## config.mk

```make
export PLATFORM = sky130hd
export DESIGN_NAME = rename_unit
export DESIGN_NICKNAME = d
export VERILOG_FILES = /design/src/rtl/rename_unit.sv
export SDC_FILE = /design/constraint.sdc
export NUM_CORES = 1
export LEC_CHECK = 0
export ABC_AREA = 0
export CORE_MARGIN = 2
export CORE_UTILIZATION = 35
export CTS_CLUSTER_DIAMETER = 60
export DETAILED_ROUTE_END_ITERATION = 16
export GPL_TIMING_DRIVEN = 1
export SETUP_SLACK_MARGIN = 0.02
export SYNTH_ARGS = -nofsm -noshare
export SYNTH_HDL_FRONTEND = slang
export SYNTH_SLANG_ARGS = --single-unit
```

## constraint.sdc

```tcl
create_clock -name clk -period 4.6 [get_ports clk]
set_input_delay 0.92 -clock clk [delete_from_list [all_inputs] [get_ports clk]]
set_output_delay 0.92 -clock clk [all_outputs]
set_load 0.01 [all_outputs]
```

## src/rtl/rename_unit.sv

```systemverilog
// ============================================================================
// Module   : rename_unit
// Purpose  : Register rename stage. Maps architectural rs1/rs2/rd onto physical
//            tags through a speculative RAT and allocates destination tags from
//            a circular free list that the ROB refills at retire.
//            Optional macro RENAME_DOUBLE_FREE_CHECK_EN adds double-free detection.
// Revision : 1.0 - initial release
// ============================================================================
`default_nettype none

module rename_unit #(
    parameter int ARCH_REGS = 32,
    parameter int PHYS_REGS = 64,
    parameter int PTAG_W    = 6,
    parameter int FL_DEPTH  = PHYS_REGS - ARCH_REGS
) (
    input  logic              clk,
    input  logic              rst_n,
    input  logic              id2rn_valid,
    input  logic [4:0]        id2rn_rs1,
    input  logic [4:0]        id2rn_rs2,
    input  logic [4:0]        id2rn_rd,
    input  logic              id2rn_reg_write,
    input  logic              iq2rn_full,
    input  logic              rob2rn_free_valid,
    input  logic [PTAG_W-1:0] rob2rn_free_tag,
    output logic              rn2id_stall,
    output logic              rn2iq_valid,
    output logic [PTAG_W-1:0] rn2iq_rs1_p,
    output logic [PTAG_W-1:0] rn2iq_rs2_p,
    output logic [PTAG_W-1:0] rn2iq_rd_p,
    output logic [PTAG_W-1:0] rn2rob_old_rd_p,
    output logic [4:0]        rn2rob_rd_arch,
`ifdef RENAME_DOUBLE_FREE_CHECK_EN
    output logic              rn_err_double_free,
`endif
    output logic [5:0]        rn_free_count
);

    localparam int              PTR_W     = $clog2(FL_DEPTH);
    localparam logic [5:0]      C_FL_FULL = 6'(FL_DEPTH);
    localparam logic [PTR_W-1:0] C_PTR_ONE = PTR_W'(1);

    logic [PTAG_W-1:0] r_rat [ARCH_REGS];
    logic [PTAG_W-1:0] r_fl  [FL_DEPTH];
    logic [PTR_W-1:0]  r_head;
    logic [PTR_W-1:0]  r_tail;
    logic [5:0]        r_count;

    logic              w_need_alloc;
    logic              w_accept;
    logic              w_alloc;
    logic              w_free;
    logic              w_free_nz;
    logic              w_dup;
    logic [PTAG_W-1:0] w_new_tag;
    logic [PTAG_W-1:0] w_rs1_p;
    logic [PTAG_W-1:0] w_rs2_p;
    logic [PTAG_W-1:0] w_old_rd_p;

    assign w_need_alloc = id2rn_reg_write && (id2rn_rd != 5'd0);
    assign rn2id_stall  = iq2rn_full || (w_need_alloc && (r_count == 6'd0));
    assign w_accept     = id2rn_valid && !rn2id_stall;
    assign w_alloc      = w_accept && w_need_alloc;

    // RAT lookups happen before this cycle's write, so rs == rd sees the old tag
    assign w_rs1_p    = r_rat[id2rn_rs1];
    assign w_rs2_p    = r_rat[id2rn_rs2];
    assign w_old_rd_p = r_rat[id2rn_rd];
    assign w_new_tag  = r_fl[r_head];

    assign w_free_nz  = rob2rn_free_valid && (rob2rn_free_tag != '0);

`ifdef RENAME_DOUBLE_FREE_CHECK_EN
    logic [PHYS_REGS-1:0] r_in_fl;
    logic                 r_err_double_free;

    assign w_dup              = w_free_nz && r_in_fl[rob2rn_free_tag];
    assign rn_err_double_free = r_err_double_free;

    always_ff @(posedge clk or negedge rst_n) begin
        if (!rst_n) begin
            for (int i = 0; i < PHYS_REGS; i++) begin
                r_in_fl[i] <= (i >= ARCH_REGS);
            end
            r_err_double_free <= 1'b0;
        end else begin
            if (w_alloc) begin
                r_in_fl[w_new_tag] <= 1'b0;
            end
            // A duplicate is dropped, so it can never collide with the alloc clear
            if (w_free) begin
                r_in_fl[rob2rn_free_tag] <= 1'b1;
            end
            if (w_dup) begin
                r_err_double_free <= 1'b1;
            end
        end
    end
`else
    assign w_dup = 1'b0;
`endif

    // Tag 0 and frees into a full list are silently discarded
    assign w_free = w_free_nz && (r_count != C_FL_FULL) && !w_dup;

    always_ff @(posedge clk or negedge rst_n) begin
        if (!rst_n) begin
            for (int i = 0; i < ARCH_REGS; i++) begin
                r_rat[i] <= PTAG_W'(i);
            end
            for (int i = 0; i < FL_DEPTH; i++) begin
                r_fl[i] <= PTAG_W'(ARCH_REGS + i);
            end
            r_head  <= '0;
            r_tail  <= '0;
            r_count <= C_FL_FULL;
        end else begin
            if (w_alloc) begin
                r_rat[id2rn_rd] <= w_new_tag;
                r_head          <= r_head + C_PTR_ONE;
            end
            if (w_free) begin
                r_fl[r_tail] <= rob2rn_free_tag;
                r_tail       <= r_tail + C_PTR_ONE;
            end
            case ({w_alloc, w_free})
                2'b10:   r_count <= r_count - 6'd1;
                2'b01:   r_count <= r_count + 6'd1;
                default: r_count <= r_count;
            endcase
        end
    end

    always_ff @(posedge clk or negedge rst_n) begin
        if (!rst_n) begin
            rn2iq_valid     <= 1'b0;
            rn2iq_rs1_p     <= '0;
            rn2iq_rs2_p     <= '0;
            rn2iq_rd_p      <= '0;
            rn2rob_old_rd_p <= '0;
            rn2rob_rd_arch  <= '0;
        end else begin
            rn2iq_valid <= w_accept;
            if (w_accept) begin
                rn2iq_rs1_p     <= w_rs1_p;
                rn2iq_rs2_p     <= w_rs2_p;
                rn2iq_rd_p      <= w_need_alloc ? w_new_tag  : '0;
                rn2rob_old_rd_p <= w_need_alloc ? w_old_rd_p : '0;
                rn2rob_rd_arch  <= id2rn_rd;
            end
        end
    end

    assign rn_free_count = r_count;

endmodule

`default_nettype wire

```

After elaboration in Yosys (flattened, before gate mapping) --
Cells that the tools add are included.
Word-level totals: word-level logic and storage cells 127, bits in registers 430, bits of input ports 27, output and inout bits 37
Operators by class: bitwise operators 5, equal/unequal tests 3, order comparisons 7, reductions and logical operators 14, muxes and demuxes 21, add/subtract/negate cells 4
Operators with widths (number):
- $bwmux W192 | 2
- $bmux W6 S5 | 4
- $mux W6 | 12
- $demux W6 S5 | 2
- $ge A6 B6 Y1 const B | 5
- $not A5 Y6 | 5
- $lt A6 B1 Y1 const B | 2
- $pmux W6 S2 | 1
- $add A5 B1 Y5 const B | 2
- $logic_and A1 B1 Y1 | 8
- $add A6 B1 Y6 const B | 1
- $logic_not A6 Y1 | 1
- $ne A6 B6 Y1 const B | 1
- $reduce_bool A6 Y1 | 1
- $sub A6 B1 Y6 const B | 1
- $reduce_bool A5 Y1 | 1
- $eq A2 B1 Y1 const B | 1
- $eq A2 B2 Y1 const B | 1
- $reduce_bool A2 Y1 | 1
- $logic_not A1 Y1 | 1
- $logic_or A1 B1 Y1 | 1

Logic depth before layout (Yosys ltp) --
Gate-level depths: netlist of the first run.
depth in word-level cells 9, gate-level depth with buffers 14

Worst setup path before layout of the first run --
No wires, ideal clock.
path type input-to-reg, from in id2rn_rd[1], to reg r_count[5] (netlist: rn_free_count[5]), path buffers 2, stages 14, data required time 4525 ps, arrival time 3459 ps, library setup time 75 ps, slack 1067 ps, cells stage by stage clkbuf_1 > nor2_1 > nand2_1 > nor3b_2 > clkbuf_1 > inv_1 > ha_1 > inv_1 > ha_1 > a21o_1 > a21oi_1 > or4_1 > nand4_1 > xor2_1
On the way: word-level cells in the longest chain between the ends 9, elaborated cells between the ends (all ways) 11, those cells by class eq/ne: 2; mux: 1; reduce/logical: 8
RTL lines:
- start, declared | line 22 | input logic [4:0] id2rn_rd,
- $reduce_bool A5 Y1 (*) | line 61 | assign w_need_alloc = id2rn_reg_write && (id2rn_rd != 5'd0);
- $logic_and A1 B1 Y1 (*) | line 61
- $logic_and A1 B1 Y1 | line 62 | assign rn2id_stall = iq2rn_full || (w_need_alloc && (r_count == 6'd0));
- $logic_or A1 B1 Y1 | line 62
- $logic_not A1 Y1 | line 63 | assign w_accept = id2rn_valid && !rn2id_stall;
- $logic_and A1 B1 Y1 | line 63
- $logic_and A1 B1 Y1 (*) | line 64 | assign w_alloc = w_accept && w_need_alloc;
- $eq A2 B1 Y1 / $eq A2 B2 Y1 (equally long branches) | line 127 | case ({w_alloc, w_free})
- $pmux W6 S2 / $reduce_bool A2 Y1 (equally long branches)
- end signal, assigned | line 128 | 2'b10: r_count <= r_count - 6'd1;
- end signal, assigned | line 129 | 2'b01: r_count <= r_count + 6'd1;
- end signal, assigned | line 130 | default: r_count <= r_count;
- end, declared | line 48 | logic [5:0] r_count;
Mark *: on every way between the ends. The rest lies on a longest branch, timed or not. A chain may end at the register's enable or synchronous reset.

Worst setup path after layout of the first run --
from in id2rn_rd[3], to out rn2id_stall
On the way: word-level cells in the longest chain between the ends 4
RTL lines:
- $reduce_bool A5 Y1 | line 61
- $logic_and A1 B1 Y1 | line 61
- $logic_and A1 B1 Y1 | line 62
- $logic_or A1 B1 Y1 | line 62
- end, declared | line 27 | output logic rn2id_stall,
Every way passes these cells.

==> summary.md, run 1 <==
| Metric | Value |
|---|---|
| Outcome | `completed` |
| Antenna Cells | `0` |
| Number of slew-limit violations in the final report | `0` |
| Site row count | `94` |
| Area of the multi-input gates | `0.0115 mm²` |
| Maximum number of pins on one net before global-route repair | `119` |
| Worst hold-check path type | `reg2reg` |
| Global-route wire length before repair | `around 100,000 µm` |
| Routability congestion estimate from global placement | `between 0.9 and 1` |
| Max Root-Sink Buffers | `3` |
| Fin nets | `between 1,500 and 2,000` |
| Post-CTS repair timing setup buffer count | `0` |
| Count of mapped cells out of synthesis | `around 1,600` |
| Register Area | `around 0.011 mm²` |
| Part of the Yosys area used for sequential elements | `between 40% and 50%` |
| Height of the die | `261 µm` |
| Final min period | `~4 ns` |
| Final core utilization | `between 40% and 50%` |
| Total of endpoints with negative setup slack in the final report | `0` |
| Commonest non-fill, non-tap cell in the layout | `sky130_fd_sc_hd__mux2_2` |
| CTS sink count | `430` |
| Dominant register cell in the synthesized netlist | `sky130_fd_sc_hd__dfrtp_1` |
| Layout Cell Area excl Fill | `0.0263 mm²` |
| Routed WL | `~64,000 µm` |
| IR drop worst, VDD | `approximately 0.36 mV` |
| Total negative slack for setup checks | `0 ns` |
| Number of buffers created by CTS | `49` |
| Hold Violations, Final | `0` |
| Overall fraction of global-route tracks in use | `between 10% and 20%` |
| Number of vias after detailed routing | `approximately 15,000` |
| GRT overflow | `0` |
| Routed wirelength normalized by instance count | `roughly 25 µm` |
| Detailed Place HPWL | `about 43,000 µm` |
| Slew @ Worst Pin | `1.16 ns` |
| Power density of the placed cells | `~580 mW/mm²` |
| Number of gates resized after CTS | `0` |
| Clock network latency to the later pin of the worst-skew pair | `0.62 ns` |
| DRC violations left | `0` |
| Arrival time at the worst endpoint | `around 3.1 ns` |
| Iteration count of the initial detailed-routing pass | `6` |
| Max H-tree Level | `2` |
| Critical Setup Path Class | `in2out` |
| Startpoint of the most critical register-to-register path | `rn_free_count[0]` |
| Initial antenna violation count | `0` |
| Number of distinct library cells after synthesis | `61` |
| Critical path required time | `between 3 and 4 ns` |
| Die X-Extent | `261 µm` |
| Clock Pin Slew Worst Setup and Hold Paths | `0.06 ns` |
| Drt via density | `approximately 5.8` |
| Flip-flop and latch count after synthesis | `between 400 and 500` |
| Cell area after technology mapping | `approximately 0.023 mm²` |
| RSZ-0062 raised after global routing | `false` |
| Number of global-route vias before repair | `15,400` |
| Standard cell area after detailed placement | `0.0246 mm²` |
| Worst setup EP type | `output port` |
| Share of final-layout standard cells stronger than drive strength 1 | `a little over half` |
| Maximum fanout along the worst path | `9` |
| Startpoint of the most critical hold path | `r_rat[186]` |
| Number of buffers added on ports | `63` |
| Total of hold buffers inserted after clock tree synthesis | `0` |
| Buffer type at the clock tree root | `sky130_fd_sc_hd__clkbuf_16` |
| Syn nets | `around 1,700` |
| Starting Density | `a little over a third` |
| Final cycle utilization of the critical path | `87.8%` |
| Mean area per synthesized cell | `14.2 µm²` |
| Max_slew headroom | `between 20% and 30%` |
| Total die area | `0.0681 mm²` |
| Leakage | `between 0.01 and 0.015 µW` |
| Number of fill cells | `about 6,000` |
| Clock tree from TritonCTS | `done` |
| FFs w/ async S/R, synth | `100%` |
| Type of element launching the critical path | `input port` |
| Count of maximum capacitance violations | `0` |
| Timing startpoint of the critical path | `id2rn_rd[3]` |
| Total core area | `roughly 0.066 mm²` |
| Number of flops mapped to enable cells by yosys | `0` |
| Synth-to-layout area growth | `13.9%` |
| Number of violations reported at the end of detailed-routing iteration 0 | `about 1,200` |
| Boundary pin count | `64` |
| Antenna Violating Nets Remaining | `0` |
| Max Fclk | `about 0.25 GHz` |
| Worst setup skew after layout | `just over 0.04 ns` |
| Commonest cells after routing, fill and taps aside | `371 x sky130_fd_sc_hd__mux2_2, 235 x sky130_fd_sc_hd__dfrtp_1, 193 x sky130_fd_sc_hd__dfstp_2` |
| Synthesis Warnings | `0` |
==> Yosys cell counts, types with 16 or more instances <==
cell / count / area share (%)
sky130_fd_sc_hd__mux2_2: 371 / 18
sky130_fd_sc_hd__dfrtp_1: 237 / 26
sky130_fd_sc_hd__dfstp_2: 193 / 22
sky130_fd_sc_hd__mux4_2: 147 / 14
sky130_fd_sc_hd__mux2i_1: 78 / 3.4
sky130_fd_sc_hd__clkbuf_1: 75 / 1.2
sky130_fd_sc_hd__nand2_1: 56 / 0.91
sky130_fd_sc_hd__a22oi_1: 55 / 1.8
sky130_fd_sc_hd__nor2_1: 48 / 0.78
sky130_fd_sc_hd__buf_2: 33 / 0.72
sky130_fd_sc_hd__mux2_1: 25 / 1.2
sky130_fd_sc_hd__nand2_2: 24 / 0.65
sky130_fd_sc_hd__a221oi_1: 16 / 0.61
==> through the flow <==
stage	std cells	hold slack, ns	setup WS (ns)	total power (µW)
5_1_grt	2571	0.440	0.491	16000
3_5_place_dp	2479	0.405	0.164	11300
4_1_cts	2571	0.417	0.602	15300
6_report	2571	0.424	0.561	15300
2_1_floorplan	1631	0.458	1.07	9470
3_3_place_gp	2479	0.394	0.205	11100
==> metal layers <==
layer / share of wire [%] / track usage (%) / up-vias / wire (µm)
li1: - / - / 6350 / -
met1: 42 / 26.1 / 7886 / 27200
met2: 48 / 30.7 / 479 / 30600
met3: 6.2 / 2.84 / 135 / 4010
met4: 3.9 / 7.63 / 0 / 2530
met5: 0 / 0 / - / 0
==> sequential cells by signal, summed over array words and instances (netlist names) <==
signal,count
r_fl,192
r_head,5
r_rat,192
r_tail,5
rn2iq_rd_p,6
rn2iq_rs1_p,6
rn2iq_rs2_p,6
rn2iq_valid,1
rn2rob_old_rd_p,6
rn2rob_rd_arch,5
rn_free_count,6
==> power breakdown <==
part	switching, µW	internal, µW
clock network	1640	2350
registers	898	5300
logic	2680	2380
==> worst paths after layout <==
check,to,slack (ns),cells after the start
setup / recovery,rn2id_stall,0.56,5
hold / removal,r_rat[186],0.42,0
setup reg to reg,rn_free_count[5],0.95,12
hold reg to reg,r_rat[186],0.42,0
max in group asynchronous,r_fl[164],3.10,2
min in group asynchronous,rn2rob_rd_arch[1],0.44,1
==> critical path, stage by stage <==
cell and delay, ns:
sky130_fd_sc_hd__clkdlybuf4s50_1 0.44, sky130_fd_sc_hd__nor3_2 0.60, sky130_fd_sc_hd__nand2_1 0.35, sky130_fd_sc_hd__a31o_2 0.33, sky130_fd_sc_hd__clkdlybuf4s50_1 0.47
==> cell type report <==
cell class                 instances  area share [%]
clock buffer                      77            5.52
clock inverter                    15           0.813
inverter                          12           0.171
multi-input combinational       1063            43.6
sequential                       430            41.8
tap                              864            4.11
timing repair buffer             110            3.91
==> kinds of logic after synthesis <==
family	share of synthesized area, %
AO/OA/AOI/OAI	5.63
XOR/XNOR	0.455
adder cells (fa/ha/maj)	0.628
buffers and inverters	2.78
flip-flops	47.6
multiplexers	37.0
AND/OR/NAND/NOR	5.86
(Power assumes the default switching activity.)
==> run 2: changes to the inputs <==
Settings changed: CELL_PAD_IN_SITES_DETAIL_PLACEMENT set to 0, CELL_PAD_IN_SITES_GLOBAL_PLACEMENT set to 1, PLACE_DENSITY set to 0.62.
==> summary.md, run 2 (synthesized netlist as in run 1, its figures left out) <==
| Metric | Value |
|---|---|
| Total negative slack for setup checks | `0 ns` |
| Met3 WL post-DR | `between 3000 and 4000 µm` |
| Startpoint of the most critical register-to-register path | `rn_free_count[0]` |
| Max incr delay on CP | `slightly below 0.6 ns` |
| Power density of the placed cells | `~600 mW/mm²` |
| Antenna Violating Nets Remaining | `0` |
| Buffer type at the clock tree root | `sky130_fd_sc_hd__clkbuf_16` |
| Commonest cells after routing, fill and taps aside | `371 x sky130_fd_sc_hd__mux2_2, 235 x sky130_fd_sc_hd__dfrtp_1, 193 x sky130_fd_sc_hd__dfstp_2` |
| Maximum fanout along the worst path | `8` |
| Initial antenna violation count | `2` |
| Number of buffers created by CTS | `51` |
| Clock tree from TritonCTS | `done` |
| Layout Cell Area excl Fill | `around 0.026 mm²` |
| Fin nets | `roughly 1,700` |
| GRT overflow | `0` |
| Maximum number of pins on one net before global-route repair | `roughly 130` |
| Overall fraction of global-route tracks in use | `around a fifth` |
| Area of the multi-input gates | `about 0.011 mm²` |
| P_int | `about 10,000 µW` |
| Number of slew-limit violations in the final report | `0` |
| Hold Violations, Final | `0` |
| Routed WL | `between 60,000 and 70,000 µm` |
| Met1 wire length | `about 32,000 µm` |
| Antenna Cells | `0` |
| DRC violations left | `0` |
| Height of the die | `261 µm` |
| Top Metal Used | `met5` |
| Net Sw Frac | `34.9%` |
| Total of hold buffers inserted after clock tree synthesis | `0` |
| Met2 wire len | `between 30,000 and 40,000 µm` |
| Cell with the biggest individual delay on the critical path | `sky130_fd_sc_hd__or4_4` |
| Max H-tree Level | `2` |
| Switching power | `around 5400 µW` |
| Slew @ Worst Pin | `about 0.99 ns` |
| Boundary pin count | `64` |
| Max_slew headroom | `between 30% and 40%` |
| Commonest non-fill, non-tap cell in the layout | `sky130_fd_sc_hd__mux2_2` |
| Final min period | `3.74 ns` |
| IR drop worst, VDD | `0.397 mV` |
| Final cycle utilization of the critical path | `roughly four fifths` |
| Max Fclk | `0.267 GHz` |
| Number of vias after detailed routing | `between 10,000 and 15,000` |
| Number of buffers added on ports | `63` |
| Proportion of power drawn by combinational gates | `around 33%` |
| Critical Setup Path Class | `reg2out` |
| Synth-to-layout area growth | `14.0%` |
| Clock network latency to the later pin of the worst-skew pair | `0.60 ns` |
| Leakage | `between 0.01 and 0.015 µW` |
| CTS sink count | `430` |
| Max Root-Sink Buffers | `3` |
| Register Area | `about 0.011 mm²` |
| Post-Layout Cell Count | `roughly 2,600` |
| Total Power Consumption | `roughly 15,000 µW` |
| Ordered cell list for the critical path | `or4_4 > nor3_4 > a31o_2 > clkdlybuf4s50_1` |
| Clock Pin Slew Worst Setup and Hold Paths | `roughly 0.05 ns` |
| Total core area | `~0.066 mm²` |
| Die X-Extent | `261 µm` |
| Total placed cells including tap cells | `between 2,000 and 2,500` |
| Clock Power Share | `about a quarter` |
| Number of violations reported at the end of detailed-routing iteration 0 | `between 900 and 1,000` |
| Number of gates resized after CTS | `0` |
| Iteration count of the initial detailed-routing pass | `8` |
| Number of global-route vias before repair | `about 15,000` |
| Worst hold-check slack | `0.269 ns` |
| Number of fill cells | `5,980` |
| Count of maximum capacitance violations | `0` |
| Worst setup EP type | `output port` |
| Standard cell area after detailed placement | `about 0.025 mm²` |
| Type of element launching the critical path | `flop` |
| Sequential Power Share | `41.1%` |
| RSZ-0062 raised after global routing | `false` |
| Drt via density | `5.73` |
| Routed wirelength normalized by instance count | `between 20 and 30 µm` |
| Arrival time at the worst endpoint | `~2.8 ns` |
| Timing startpoint of the critical path | `rn_free_count[0]` |
| Global-route wire length before repair | `approximately 100,000 µm` |
| Total of endpoints with negative setup slack in the final report | `0` |
| Site row count | `94` |
| Outcome | `completed` |
| Total die area | `0.0681 mm²` |
| Worst setup skew after layout | `slightly above 0.02 ns` |
| Detailed Place HPWL | `~46,000 µm` |
| Largest registers | `r_fl (192), r_rat (192)` |
| Share of final-layout standard cells stronger than drive strength 1 | `53.1%` |
| Starting Density | `between 30% and 40%` |
| Routability congestion estimate from global placement | `0.889` |
| Post-CTS repair timing setup buffer count | `0` |
| Worst hold-check path type | `in2async` |
| Critical path required time | `roughly 3.7 ns` |
## run 2: changes by cell type in the layout (fill, tap and decap cells not counted), sizes merged
cell / previous run / this run
clkbuf: 77 / 80
bufinv: 3 / 1
inv: 15 / 16
clkinvlp: 1 / 0
clkinv: 8 / 11
buf: 54 / 58
## run 2: layout make-up
| class | count | area share (%) |
|---|---|---|
| timing repair buffer | 114 | 4.07 |
| inverter | 12 | 0.171 |
| tap | 864 | 4.10 |
| clock buffer | 80 | 5.71 |
| clock inverter | 16 | 0.618 |
| sequential | 430 | 41.8 |
| multi-input combinational | 1063 | 43.5 |
## run 2: metal layers
layer  GRT usage (%)  vias up
li1                -     6376
met4            5.05        4
met1            29.3     7946
met2            31.2      357
met5               0        -
met3            4.22       90
## run 2: power by group through the flow
stage	clock network (µW)	registers, µW	logic, µW
after floorplan	0	5880	3590
after global placement	0	6290	4980
after detailed placement	0	6370	5060
after CTS	4120	6310	5080
after global routing	4270	6490	5390
final	4010	6320	5050
## run 2: through the flow
step,worst slack [ns],util [%]
floorplan,1.07,-
global placement,0.335,37.7
detailed placement,0.298,37.7
CTS,0.842,40.2
global route,0.777,40.2
finish,0.858,40.2
## run 2: path summary, 6_finish.rpt
check	slack [ns]	to	cells after the start
min in group clk	0.42	r_rat[187]	0
max in group asynchronous	3.17	r_rat[89]	2
hold / removal	0.27	r_rat[6]	1
hold reg to reg	0.42	r_rat[187]	0
setup / recovery	0.86	rn2id_stall	4
setup reg to reg	1.25	rn_free_count[5]	11
## run 2: critical path, delay by kind of cell, from the launching register on
kind | cells | cell delay [ns]
DFF | 1 | 0.46
and+or+nand+nor | 2 | 0.98
AOI/OAI and AO/OA | 1 | 0.24
buffers and inverters | 1 | 0.54
